File: src/rtl/factorial_engine_if.sv
// Handshake/result bundle between a factorial_engine and its requester.
// The master modport is the requester and the slave modport is the engine.
interface factorial_engine_if #(
  parameter int IN_W  = 8,
  parameter int OUT_W = 32
);
  logic             start;
  logic [IN_W-1:0]  ain;
  logic             ready;
  logic             busy;
  logic             done;
  logic [OUT_W-1:0] aout;
  logic [IN_W:0]    counter;
  logic             overflow;

  modport master (
    output start, ain,
    input  ready, busy, done, aout, counter, overflow
  );

  modport slave (
    input  start, ain,
    output ready, busy, done, aout, counter, overflow
  );
endinterface

File: src/rtl/factorial_engine.sv
// Sequential N! engine: one multiply per clock, start/ready/done handshake, overflow early-stop.
// Optional macro FACTORIAL_SATURATE_EN: on overflow, aout saturates to all ones instead of holding (k-1)!.
//
// state | meaning
// IDLE  | ready for a job; results from the last job are held
// CALC  | multiplying aout by counter once per clock
// DONE  | one-cycle done pulse, then back to IDLE
module factorial_engine #(
  parameter int IN_W  = 8,
  parameter int OUT_W = 32
) (
  input logic              clock,
  input logic              reset,
  factorial_engine_if.slave bus
);

  localparam int P_W = OUT_W + IN_W + 1;

  typedef enum logic [1:0] {
    ST_IDLE = 2'd0,
    ST_CALC = 2'd1,
    ST_DONE = 2'd2
  } state_t;

  state_t           state_q, state_d;
  logic [IN_W-1:0]  n_q, n_d;
  logic [OUT_W-1:0] aout_q, aout_d;
  logic [IN_W:0]    counter_q, counter_d;
  logic             overflow_q, overflow_d;

  logic [P_W-1:0]   prod;
  logic             prod_fits;
  logic             calc_end;

  assign prod      = P_W'(aout_q) * P_W'(counter_q);
  assign prod_fits = (prod[P_W-1:OUT_W] == '0);
  // 1! needs no multiply, so it finishes in a single edge just like 0!.
  assign calc_end  = (counter_q > {1'b0, n_q}) || (n_q <= IN_W'(1));

  always_ff @(posedge clock or posedge reset) begin
    if (reset) begin
      state_q    <= ST_IDLE;
      n_q        <= '0;
      aout_q     <= OUT_W'(1);
      counter_q  <= (IN_W+1)'(1);
      overflow_q <= 1'b0;
    end else begin
      state_q    <= state_d;
      n_q        <= n_d;
      aout_q     <= aout_d;
      counter_q  <= counter_d;
      overflow_q <= overflow_d;
    end
  end

  always_comb begin
    state_d = state_q;
    case (state_q)
      ST_IDLE: if (bus.start) state_d = ST_CALC;
      ST_CALC: if (calc_end || !prod_fits) state_d = ST_DONE;
      ST_DONE: state_d = ST_IDLE;
      default: state_d = ST_IDLE;
    endcase
  end

  always_comb begin
    n_d        = n_q;
    aout_d     = aout_q;
    counter_d  = counter_q;
    overflow_d = overflow_q;
    if (state_q == ST_IDLE && bus.start) begin
      n_d        = bus.ain;
      aout_d     = OUT_W'(1);
      counter_d  = (IN_W+1)'(1);
      overflow_d = 1'b0;
    end else if (state_q == ST_CALC && !calc_end) begin
      if (prod_fits) begin
        aout_d    = prod[OUT_W-1:0];
        counter_d = counter_q + (IN_W+1)'(1);
      end else begin
        overflow_d = 1'b1;
`ifdef FACTORIAL_SATURATE_EN
        aout_d     = '1;
`else
        aout_d     = aout_q;
`endif
      end
    end
  end

  always_comb begin
    bus.ready    = (state_q == ST_IDLE);
    bus.busy     = (state_q == ST_CALC);
    bus.done     = (state_q == ST_DONE);
    bus.aout     = aout_q;
    bus.counter  = counter_q;
    bus.overflow = overflow_q;
  end

endmodule
File: src/flat_wrapper.sv
// flat-port wrapper written by rule: the top's interface ports become plain ports
module factorial_engine_flat 
#(
  parameter int IN_W  = 8,
  parameter int OUT_W = 32
)
  (clock, reset, bus_start, bus_ain, bus_ready, bus_busy, bus_done, bus_aout, bus_counter, bus_overflow);
  factorial_engine_if #(.IN_W(IN_W), .OUT_W(OUT_W)) bus_i ();
  input logic clock;
  input logic reset;
  input wire logic [$bits(bus_i.start)-1:0] bus_start;
  input wire logic [$bits(bus_i.ain)-1:0] bus_ain;
  output wire logic [$bits(bus_i.ready)-1:0] bus_ready;
  output wire logic [$bits(bus_i.busy)-1:0] bus_busy;
  output wire logic [$bits(bus_i.done)-1:0] bus_done;
  output wire logic [$bits(bus_i.aout)-1:0] bus_aout;
  output wire logic [$bits(bus_i.counter)-1:0] bus_counter;
  output wire logic [$bits(bus_i.overflow)-1:0] bus_overflow;
  assign bus_i.start = bus_start;
  assign bus_i.ain = bus_ain;
  assign bus_ready = bus_i.ready;
  assign bus_busy = bus_i.busy;
  assign bus_done = bus_i.done;
  assign bus_aout = bus_i.aout;
  assign bus_counter = bus_i.counter;
  assign bus_overflow = bus_i.overflow;
  factorial_engine #(.IN_W(IN_W), .OUT_W(OUT_W)) u_core (.clock(clock), .reset(reset), .bus(bus_i));
endmodule
File: config.mk
export PLATFORM = sky130hd
export DESIGN_NAME = factorial_engine_flat
export DESIGN_NICKNAME = d
export VERILOG_FILES = /design/src/rtl/factorial_engine_if.sv /design/src/rtl/factorial_engine.sv /design/src/flat_wrapper.sv
export SDC_FILE = /design/constraint.sdc
export NUM_CORES = 1
export LEC_CHECK = 0
export CAP_MARGIN = 25
export CORE_ASPECT_RATIO = 0.6
export CORE_MARGIN = 2
export CORE_UTILIZATION = 32
export DETAILED_ROUTE_END_ITERATION = 12
export SLEW_MARGIN = 0
export SYNTH_ARGS = -nofsm -noshare
export SYNTH_HDL_FRONTEND = slang
export SYNTH_SLANG_ARGS = --single-unit
File: constraint.sdc
create_clock -name clock -period 14.8 [get_ports clock]
set_clock_uncertainty 0.2 [all_clocks]
set_input_delay 2.22 -clock clock [delete_from_list [all_inputs] [get_ports clock]]
set_output_delay 2.22 -clock clock [all_outputs]
set_load 0.01 [all_outputs]
* Word-level counts from Yosys, hierarchy flattened
Cells that the tools add are included.
** Word-level totals
- Flip-flop bits (word level) :: 52
- Input bits :: 11
- Output and inout port bits :: 45
- Logic and storage cells :: 39
** Cells by class
- Add/sub/neg operators :: 1
- $mul :: 1
- Order comparisons :: 2
- Equal/unequal tests :: 5
- Muxes and demuxes :: 12
- Reductions and logical operators :: 13
** Operator list (number)
- 32-bit 2-to-1 mux :: 3
- 32-bit by 9-bit multiplier with 41-bit output :: 1
- 9-bit 2-to-1 mux :: 3
- 9-bit by 1-bit adder with 9-bit output, second input constant :: 1
- 9-bit by 8-bit > comparator with 1-bit output :: 1
- 9-bit logical NOT :: 1
- 8-bit by 1-bit <= comparator with 1-bit output, second input constant :: 1
- 2-bit AND reduction :: 3
- 2-bit 2-to-1 mux :: 2
- 2-bit inequality test, second input constant :: 2
- 2-bit case mux with 2 select lines :: 1
- 2-bit nonzero test :: 2
- 1-bit 2-to-1 mux :: 3
- 2-bit by 1-bit == test with 1-bit output, second input constant :: 1
- 2-bit == test, second input constant :: 1
- 1-bit logical AND :: 2
- 1-bit logical NOT :: 2
- 2-bit logical NOT :: 1
- 1-bit logical OR :: 2
- 2-bit by 1-bit inequality test with 1-bit output, second input constant :: 1

* Logic depth before layout (Yosys ltp)
Gate-level depths: netlist (run 1).
- Depth after elaboration :: 6
- Mapped depth :: 23
- Depth with buffers taken out :: 19

* Least setup slack after synthesis (run 1)
No wires, ideal clock.
- Path kind :: flip-flop to flip-flop
- From :: reg u_core.counter_q[0] (netlist: u_core.bus.counter[0])
- To :: reg u_core.aout_q[10] (netlist: u_core.bus.aout[10])
- Setup time :: 79 ps
- Arrival time :: 6122 ps
- Required time :: 14521 ps
- Setup slack :: 8398 ps
- Stages on the path, launching flop included :: 23
- Buffers on the path :: 4
- Clock period less this slack :: 6402 ps
- Path through :: dfstp_2 > clkbuf_1 > clkbuf_1 > nand2_1 > fa_1 > inv_1 > fa_1 > fa_1 > inv_1 > fa_1 > inv_1 > ha_1 > a21o_1 > a221oi_4 > or4b_4 > a21oi_2 > or4_1 > a222oi_1 > nand3_2 > nor3_2 > buf_6 > buf_12 > mux2i_1
** Between the ends
- Word-level cells in the longest chain between the ends :: 6
- Elaborated cells between the ends (all ways) :: 12
- Classes of those cells :: mul: 1; order compare: 1; mux: 3; reduce/logical: 7
** RTL lines
- start: declaration :: line factorial_engine.sv:28 : logic [IN_W:0] counter_q, counter_d;
- start signal: assignment :: line factorial_engine.sv:45 : counter_q <= (IN_W+1)'(1);
- start signal: assignment :: line factorial_engine.sv:51 : counter_q <= counter_d;
- parallel branches: the longest is 6 deep, another holds 32-bit by 9-bit multiplier with 41-bit output
- end signal: assignment :: line factorial_engine.sv:50 : aout_q <= aout_d;
- end: declaration :: line factorial_engine.sv:27 : logic [OUT_W-1:0] aout_q, aout_d;
Parallel ways; which one is timed is not known. The select of a mux whose other input is x is not followed.
A chain may end at the register's enable or synchronous reset.

* Final worst setup path (run 1)
- From :: reg u_core.counter_q[0] (netlist: u_core.bus.counter[0])
- To :: reg u_core.aout_q[15] (netlist: u_core.bus.aout[15])
Same word-level chain as after synthesis.

==> results of run 1 <==
-- sequential cells by signal (all words and copies together) (netlist names) --
| signal | cells |
|---|---|
| u_core.bus.overflow | 1 |
| u_core.n_q | 8 |
| u_core.state_q | 2 |
| u_core.bus.aout | 32 |
| u_core.bus.counter | 9 |
-- worst register-to-register path: stages, from the launching register on --
cell	delay (ns)
dfstp_2	1.17
nand2_1	0.19
fa_1	0.58
inv_1	0.05
fa_1	0.48
fa_1	0.56
inv_1	0.05
fa_1	0.48
inv_1	0.05
ha_1	0.34
a21o_1	0.22
a31oi_1	0.26
a211o_1	0.25
a21oi_1	0.17
o21a_1	0.26
o311ai_0	0.65
nand3_1	0.44
nor3_4	0.81
buf_4	0.51
mux2i_1	0.26
-- worst paths after layout --
path / startpoint / end / slack, ns / cells after the start
worst min register to register: u_core.bus.overflow / u_core.bus.overflow / 0.32 / 2
max in group asynchronous: reset / u_core.bus.aout[25] / 11.65 / 3
min in group asynchronous: reset / u_core.bus.aout[1] / 2.22 / 3
worst max-delay path: u_core.bus.counter[0] / u_core.bus.aout[15] / 6.72 / 19
worst max register to register: u_core.bus.counter[0] / u_core.bus.aout[15] / 6.72 / 19
worst min-delay path: u_core.bus.overflow / u_core.bus.overflow / 0.32 / 2
-- area by class of cell --
class                      instances  share of cell area, %
multi-input combinational        991                   71.4
timing repair buffer              67                   4.93
inverter                         263                   7.60
sequential                        52                   10.0
clock inverter                     3                  0.173
clock buffer                       5                  0.964
antenna                            1                 0.0193
tap                              504                   4.86
-- routing by layer --
layer / track usage [%] / vias up / routed length (µm)
met4: 2.21 / 0 / 309
met5: 0 / - / 0
li1: - / 4248 / -
met1: 29.0 / 4751 / 17700
met2: 25.3 / 302 / 13200
met3: 3.40 / 28 / 2250
-- cell usage after synthesis, drive strengths merged, types with 14 or more instances --
master    n
ha       70
a21oi    42
inv     263
buf      14
and2    175
nand2   210
mux2i    38
dfrtp    50
xor2     14
nor2     28
xnor2    16
fa      211
nand4    17
clkbuf   67
o21ai    28
-- per-stage QoR --
step                      hold slack, ns  setup slack, ns  cell area (µm²)  utilization, %
final                              0.317             6.72            13000            35.5
after global routing               0.365             6.26            13000            35.5
after CTS                          0.330             6.79            13000            35.5
after detailed placement           0.320             6.82            12800            35.0
after global placement             0.311             7.09            12800            35.0
after floorplan                    0.250             8.40            12000               -
-- cell families after synthesis --
group | after synthesis | synth area share (%)
flops | 52 | 10.9
mux | 38 | 3.17
buf+inv | 347 | 11.9
xor+xnor | 30 | 2.19
fa+ha+maj | 281 | 42.5
compound gates | 143 | 8.08
simple gates | 499 | 21.3
-- power by group --
group | internal [mW] | switching (mW) | leakage [nW] | total, mW
Combinational | 0.363 | 0.536 | 5.71 | 0.899
Sequential | 0.190 | 0.134 | 0.681 | 0.324
Clock | 0.0636 | 0.0624 | 0.0742 | 0.126
==> flow_metrics.env, run 1 <==
export IMPL_final_common_cell="inv_1"
export IMPL_synthArstFlopShare_pct=100
export IMPL_syn_nets=1682
export IMPL_layout_cells_non_filler=1886
export IMPL_fin_crit_sh_pct=54.6
export IMPL_wire_per_inst_um=17.7
export IMPL_crit_family="adder cells"
export IMPL_p_per_area_mw_per_mm2=104
export IMPL_fmax_mhz=124
export IMPL_post_route_min_period_ns=8.08
export IMPL_clock_latency_ns=0.31
export IMPL_dr_total_vias=9329
export IMPL_cts_tree="built"
export IMPL_avgSynthCellArea_um2=8.63
export IMPL_power_mw=1.35
export IMPL_die_w_um=254
export IMPL_timing_setup_tns_ns=0
export IMPL_grt_pass1_wl_um=55400
export IMPL_cp_cell_sequence="nand2_1 -> fa_1 -> inv_1 -> fa_1 -> fa_1 -> inv_1 -> fa_1 -> inv_1 -> ha_1 -> a21o_1 -> a31oi_1 -> a211o_1 -> a21oi_1 -> o21a_1 -> o311ai_0 -> nand3_1 -> nor3_4 -> buf_4 -> mux2i_1"
export IMPL_gr_total_overflow=0
export IMPL_place_gp_congestion=0.911
export IMPL_placedCellCount=1877
export IMPL_synth_edf_count=0
export IMPL_max_cap_violations=0
export IMPL_die_h_um=154
export IMPL_crit_type="reg2reg"
export IMPL_status="finished, final reports clean"
export IMPL_yosysUniqueCellTypes=73
export IMPL_cts_resized=0
export IMPL_start_util_pct=32.8
export IMPL_path_buf_inv=4
export IMPL_dieArea_mm2=0.0391
export IMPL_leakage_nw=6.47
export IMPL_endpoint_kind="flip-flop"
export IMPL_h_tree_depth=2
export IMPL_critical_path_required_ns=14.84
export IMPL_timing_critical_path_mode_cell="fa_1"
export IMPL_clkTransAtPathRegs_ns=0.08
export IMPL_seq_area_mm2=0.00130
export IMPL_critPathMaxStageDelay_ns=1.17
export IMPL_worstMarginPinSlew_ns=0.965
export IMPL_clock_sinks=52
export IMPL_critical_path_arrival_ns=8.11
export IMPL_cts_buffers=5
export IMPL_timing_final_max_slew_violations=0
export IMPL_layout_drive_gt1_share_pct=3.11
export IMPL_netlist_instances=1390
export IMPL_ys_seq_elements=52
export IMPL_layout_common_cells="262 x inv_1, 211 x fa_1, 210 x nand2_1, 175 x and2_1, 70 x ha_1"
export IMPL_drc=0
export IMPL_hold_buffers=0
export IMPL_finalHoldViolations=0
export IMPL_io_buffers=55
export IMPL_hold_path_class="reg2reg"
export IMPL_drt_wl_total_um=33400
export IMPL_multi_input_area_mm2=0.00927
export IMPL_critPathSlowestCell="dfstp_2"
export IMPL_ys_seq_area_share_pct=10.9
export IMPL_post_cts_setup_buffers=0
export IMPL_ir_worst_vdd_mv=0.105
export IMPL_fin_nets=1672
export IMPL_synth_top_area_share_pct=35.2
export IMPL_clk_path_buf_depth=2
export IMPL_viasPerCell=4.95
export IMPL_ant_nets=0
export IMPL_n_fill_cell=3825
export IMPL_yosys_area_top_type="fa_1"
export IMPL_finalSetupViolCount=0
export IMPL_io_pins=56
export IMPL_root_buffer="clkbuf_16"
export IMPL_drtIter0Drc=745
export IMPL_rsz0062_at_grt="false"
export IMPL_coreArea_mm2=0.0366
export IMPL_relSlewSlack_pct=35.6
export IMPL_hpwl_um=26200
export IMPL_cp_start_kind="flip-flop"
export IMPL_grt_max_degree=53
export IMPL_yosys_warnings=0
export IMPL_drt_first_pass_iters=7
export IMPL_rows=54
export IMPL_area_delta_synth_final_pct=8.23
export IMPL_grt_pass1_vias=9890
export IMPL_grt_use_total_pct=18.1
export IMPL_syn_cell_area_mm2=0.0120
export IMPL_synthFlopType="dfrtp_1"
export IMPL_synth_area_leaders="fa_1 35%, dfrtp_1 10%, and2_1 9.1%, inv_1 8.2%, ha_1 7.3%"
export IMPL_antenna_found_initial=0
export IMPL_critPathMaxFanout=36
Power figures use the tool's default switching activity.
==> run 2, diff against run 1 <==
==> constraint.sdc (replaced) <==
create_clock -name clock -period 7.62 [get_ports clock]
set_clock_uncertainty 0.2 [all_clocks]
set_input_delay 1.143 -clock clock [delete_from_list [all_inputs] [get_ports clock]]
set_output_delay 1.143 -clock clock [all_outputs]
set_load 0.01 [all_outputs]
==> run 2 against run 1 <==
Against the previous run:
- first-iteration DRC count up 12%
- cell count is 0.32% higher
- total power rose by 95%
- critical path depth unchanged
- wire length fell by 3.1%
- flip-flop and latch count unchanged
- sequential share of layout area decreased by 0.090 points
- clock-buffer cell count up 1
- core utilization increased by 0.32 points
- sequential power grew 89%
- die area is the same
- largest cell class unchanged
- largest power group unchanged
==> flow_metrics.env, run 2 (synthesized netlist as in run 1, its figures left out) <==
export IMPL_status="finished, final reports clean"
export IMPL_leakage_nw=6.51
export IMPL_die_w_um=254
export IMPL_critical_path_required_ns=7.65
export IMPL_p_per_area_mw_per_mm2=201
export IMPL_area_delta_synth_final_pct=9.21
export IMPL_cts_tree="built"
export IMPL_root_buffer="clkbuf_16"
export IMPL_grt_pass1_vias=9732
export IMPL_h_tree_depth=2
export IMPL_critical_path_arrival_ns=7.20
export IMPL_fin_nets=1679
export IMPL_cp_start_kind="flip-flop"
export IMPL_start_util_pct=32.8
export IMPL_rows=54
export IMPL_crit_family="adder cells"
export IMPL_comb_power_share_pct=67.3
export IMPL_finalSetupViolCount=0
export IMPL_finalHoldViolations=0
export IMPL_timing_rr_start="u_core.bus.counter[0]"
export IMPL_ir_worst_vdd_mv=0.234
export IMPL_relSlewSlack_pct=39.3
export IMPL_fmax_mhz=139
export IMPL_timing_setup_tns_ns=0
export IMPL_cp_cell_sequence="nand2_1 -> fa_1 -> inv_1 -> fa_1 -> fa_1 -> inv_1 -> fa_1 -> inv_1 -> ha_1 -> o21ai_0 -> o211ai_1 -> a21boi_0 -> o221a_2 -> o311ai_0 -> a211oi_1 -> nand3_1 -> nor3_4 -> buf_12 -> mux2i_1"
export IMPL_critPathMaxStageDelay_ns=1.04
export IMPL_clock_latency_ns=0.31
export IMPL_grt_use_total_pct=17.5
export IMPL_wire_per_inst_um=17.1
export IMPL_drc=0
export IMPL_critPathSlowestCell="dfstp_2"
export IMPL_p_sw_mw=1.41
export IMPL_viasPerCell=4.93
export IMPL_critPathMaxFanout=36
export IMPL_drt_first_pass_iters=5
export IMPL_layout_cells_non_filler=1892
export IMPL_hold_path_class="reg2reg"
export IMPL_antenna_found_initial=0
export IMPL_coreArea_mm2=0.0366
export IMPL_layout_drive_gt1_share_pct=3.53
export IMPL_endpoint_kind="flip-flop"
export IMPL_p_int_mw=1.22
export IMPL_hpwl_um=25900
export IMPL_cts_resized=0
export IMPL_drtIter0Drc=836
export IMPL_fin_ws_ns=0.450
export IMPL_clkTransAtPathRegs_ns=0.08
export IMPL_dieArea_mm2=0.0391
export IMPL_min_from="u_core.n_q[0]"
export IMPL_post_route_min_period_ns=7.17
export IMPL_critPathLaunch="u_core.bus.counter[0]"
export IMPL_n_fill_cell=3805
export IMPL_multi_input_area_mm2=0.00927
export IMPL_power_frac_seq_pct=23.3
export IMPL_clk_path_buf_depth=2
export IMPL_ant_nets=0
export IMPL_gr_total_overflow=0
export IMPL_seq_area_mm2=0.00130
export IMPL_power_mw=2.63
export IMPL_cts_buffers=5
export IMPL_switching_share_pct=53.7
export IMPL_dp_slack_ns=0.487
export IMPL_worstMarginPinSlew_ns=0.910
export IMPL_fin_crit_sh_pct=94.1
export IMPL_crit_type="reg2reg"
export IMPL_path_buf_inv=4
export IMPL_final_common_cell="inv_1"
export IMPL_rsz0062_at_grt="false"
export IMPL_clock_sinks=52
export IMPL_grt_max_degree=53
export IMPL_io_pins=56
export IMPL_timing_critical_path_mode_cell="fa_1"
export IMPL_max_cap_violations=0
export IMPL_diodes=0
export IMPL_placedCellCount=1883
export IMPL_place_gp_congestion=0.926
export IMPL_dr_total_vias=9319
export IMPL_post_cts_setup_buffers=0
export IMPL_clock_power_share_pct=9.3
export IMPL_io_buffers=55
export IMPL_hold_buffers=0
export IMPL_die_h_um=154
export IMPL_timing_final_max_slew_violations=0
export IMPL_layout_common_cells="262 x inv_1, 211 x fa_1, 210 x nand2_1, 175 x and2_1, 70 x ha_1"
export IMPL_largest_reg_flops=32
export IMPL_grt_pass1_wl_um=54100
export IMPL_drt_wl_total_um=32400
-- run 2: cell count changes in the layout (fill, tap and decap cells not counted) --
cell        before  now
clkinvlp_4       0    1
diode_2          1    0
clkbuf_1         0    1
inv_6            1    0
buf_16           0    1
buf_12           0    4
buf_4           12   14
clkinv_2         1    0
-- run 2: path summary, 6_finish.rpt --
kind,endpoint,slack (ns),cells past startpoint
worst max-delay path,u_core.bus.aout[21],0.45,19
worst min-delay path,u_core.n_q[0],0.29,2
worst max register to register,u_core.bus.aout[21],0.45,19
worst min register to register,u_core.n_q[0],0.29,2
max in group asynchronous,u_core.bus.aout[28],5.55,3
min in group asynchronous,u_core.bus.overflow,1.16,3
-- run 2: metrics by stage --
stage	hold WS (ns)	cell area (µm²)	utilization, %
after floorplan	0.250	12000	-
after global placement	0.277	12900	35.3
after detailed placement	0.277	12900	35.3
after CTS	0.294	13100	35.7
after global routing	0.319	13100	35.8
final	0.293	13100	35.8
-- run 2: routing by layer --
| layer | track usage [%] | wire length [µm] |
|---|---|---|
| met1 | 28.6 | 17200 |
| met3 | 3.10 | 2270 |
| met5 | 0 | 0 |
| met2 | 24.4 | 12800 |
| met4 | 1.09 | 96 |
-- run 2: power by group through the flow --
stage / combinational [mW] / clock (mW) / sequential (mW)
after CTS: 1.78 / 0.249 / 0.611
after detailed placement: 1.77 / 0 / 0.616
after global routing: 2.00 / 0.258 / 0.633
final: 1.77 / 0.245 / 0.613
after global placement: 1.72 / 0 / 0.613
after floorplan: 1.41 / 0 / 0.449
-- run 2: worst reg2reg max path: cells and delay by family, from the launching register on --
kind                       cells  cell delay [ns]
DFF                            1             1.04
buffers and inverters          4             0.46
and+or+nand+nor                3             0.89
muxes                          1             0.27
adders and majority gates      5             2.48
AOI/OAI and AO/OA              6             1.76
-- run 2: final cells by class --
type / instances / area share [%]
inverter: 263 / 7.53
multi-input combinational: 991 / 70.8
tap: 504 / 4.81
clock buffer: 6 / 0.984
timing repair buffer: 74 / 5.83
clock inverter: 2 / 0.124
sequential: 52 / 9.95
==> run 3, diff against run 2 <==
--- a/config.mk
+++ b/config.mk
@@ -7,7 +7,7 @@
 export LEC_CHECK = 0
 export CAP_MARGIN = 25
 export CORE_ASPECT_RATIO = 0.6
-export CORE_MARGIN = 2
+export CORE_MARGIN = 4
 export CORE_UTILIZATION = 32
 export DETAILED_ROUTE_END_ITERATION = 12
 export SLEW_MARGIN = 0
==> run 3 against run 2 <==
Against the previous run:
- clock-buffer cell count decreased by 1
- combinational power about the same
- sequential power rose by 1%
- register-to-register slack better by 0.03 ns
- global-route usage fell by 0.42 points
- first-iteration DRC count fell by 24%
- hold slack improved by 0.00071 ns
- sequential share of layout area hardly changed
- critical endpoint is now u_core.bus.aout[2]
==> flow_metrics.env, run 3 (synthesized netlist as in run 1, its figures left out) <==
export IMPL_status="finished, final reports clean"
export IMPL_diodes=0
export IMPL_crit_type="reg2reg"
export IMPL_leakage_nw=6.53
export IMPL_layout_common_cells="262 x inv_1, 211 x fa_1, 210 x nand2_1, 175 x and2_1, 70 x ha_1"
export IMPL_power_mw=2.64
export IMPL_relSlewSlack_pct=47.9
export IMPL_layout_drive_gt1_share_pct=3.95
export IMPL_hpwl_um=26700
export IMPL_die_h_um=158
export IMPL_max_cap_violations=0
export IMPL_worstMarginPinSlew_ns=0.782
export IMPL_critical_path_arrival_ns=7.18
export IMPL_ant_nets=0
export IMPL_cts_buffers=5
export IMPL_seq_area_mm2=0.00131
export IMPL_rows=54
export IMPL_rsz0062_at_grt="false"
export IMPL_io_buffers=55
export IMPL_hold_path_class="reg2reg"
export IMPL_finalHoldViolations=0
export IMPL_clk_path_buf_depth=2
export IMPL_antenna_found_initial=0
export IMPL_timing_setup_tns_ns=0
export IMPL_clock_sinks=52
export IMPL_io_pins=56
export IMPL_grt_use_total_pct=17.1
export IMPL_fin_crit_sh_pct=93.8
export IMPL_clkTransAtPathRegs_ns=0.08
export IMPL_p_per_area_mw_per_mm2=202
export IMPL_coreArea_mm2=0.0367
export IMPL_drc=0
export IMPL_h_tree_depth=2
export IMPL_drtIter0Drc=632
export IMPL_endpoint_kind="flip-flop"
export IMPL_grt_pass1_vias=9835
export IMPL_critical_path_required_ns=7.65
export IMPL_root_buffer="clkbuf_16"
export IMPL_critPathMaxFanout=26
export IMPL_finalSetupViolCount=0
export IMPL_fin_util_pct=35.6
export IMPL_largest_reg_flops=32
export IMPL_dieArea_mm2=0.0408
export IMPL_ir_worst_vdd_mv=0.110
export IMPL_drt_wl_total_um=33200
export IMPL_hold_buffers=0
export IMPL_multi_input_area_mm2=0.00927
export IMPL_timing_final_max_slew_violations=0
export IMPL_post_route_min_period_ns=7.14
export IMPL_n_fill_cell=3803
export IMPL_fmax_mhz=140
export IMPL_fin_nets=1683
export IMPL_final_common_cell="inv_1"
export IMPL_cp_start_kind="flip-flop"
export IMPL_wire_per_inst_um=17.5
export IMPL_viasPerCell=4.92
export IMPL_die_w_um=258
export IMPL_cts_tree="built"
export IMPL_start_util_pct=32.7
export IMPL_gr_total_overflow=0
export IMPL_grt_max_degree=53
export IMPL_dr_total_vias=9326
export IMPL_place_gp_congestion=0.905
export IMPL_area_delta_synth_final_pct=9.01
export IMPL_grt_pass1_wl_um=55700
export IMPL_clock_latency_ns=0.31
export IMPL_drt_first_pass_iters=5
==> run 3: timing repair <==
action,4_1_cts,5_1_grt
endpoints found under the setup margin,0,32
setup buffers,0,0
resized for setup,0,2
==> run 3: power breakdown <==
| group | switching [mW] | internal [mW] | total [mW] |
|---|---|---|---|
| Combinational | 1.05 | 0.726 | 1.77 |
| Clock | 0.122 | 0.124 | 0.246 |
| Sequential | 0.254 | 0.369 | 0.622 |
| Total | 1.42 | 1.22 | 2.64 |
==> run 3: worst paths after layout <==
path / startpoint / slack, ns / endpoint / cells past startpoint
min reg2reg: u_core.n_q[0] / 0.29 / u_core.n_q[0] / 2
min: u_core.n_q[0] / 0.29 / u_core.n_q[0] / 2
min in group asynchronous: reset / 1.14 / u_core.n_q[2] / 3
max in group asynchronous: reset / 5.52 / u_core.bus.counter[3] / 3
max reg2reg: u_core.bus.counter[0] / 0.48 / u_core.bus.aout[2] / 19
max: u_core.bus.counter[0] / 0.48 / u_core.bus.aout[2] / 19
==> run 3: layout make-up <==
cell class	count	area share, %
clock buffers	5	0.957
clock inverters	3	0.172
inverters	263	7.55
multi-input cells	991	70.9
flip-flops and latches	52	9.98
well taps	504	4.82
repair buffers	78	5.63
==> run 3: critical path, cell delays in order (launching register included) <==
cell and delay, ns:
dfstp_2 0.99, nand2_1 0.17, fa_1 0.58, inv_1 0.06, fa_1 0.49, fa_1 0.54, inv_1 0.05, fa_1 0.48
inv_1 0.05, ha_1 0.39, a21oi_1 0.28, o21a_1 0.20, a2bb2oi_1 0.30, a21boi_0 0.17, or4_1 0.42, a222oi_1 0.46
nand3_2 0.28, nor3_4 0.24, buf_4 0.40, mux2i_1 0.26
==> run 3: per-layer routing <==
layer,GRT usage (%),up-vias,wire [µm]
met1,27.7,4778,18100
li1,-,4263,-
met2,24.3,267,13000
met4,1.24,0,204
met5,0,-,0
met3,2.96,18,1920
==> run 3: metrics by stage <==
stage / std cells / setup slack, ns / hold WS (ns) / instance area [µm²]
final: 1896 / 0.475 / 0.294 / 13100
after global routing: 1896 / 0.0130 / 0.320 / 13100
after CTS: 1896 / 0.416 / 0.298 / 13100
after detailed placement: 1888 / 0.456 / 0.278 / 12900
after global placement: 1888 / 0.685 / 0.272 / 12900
after floorplan: 1390 / 1.22 / 0.250 / 12000
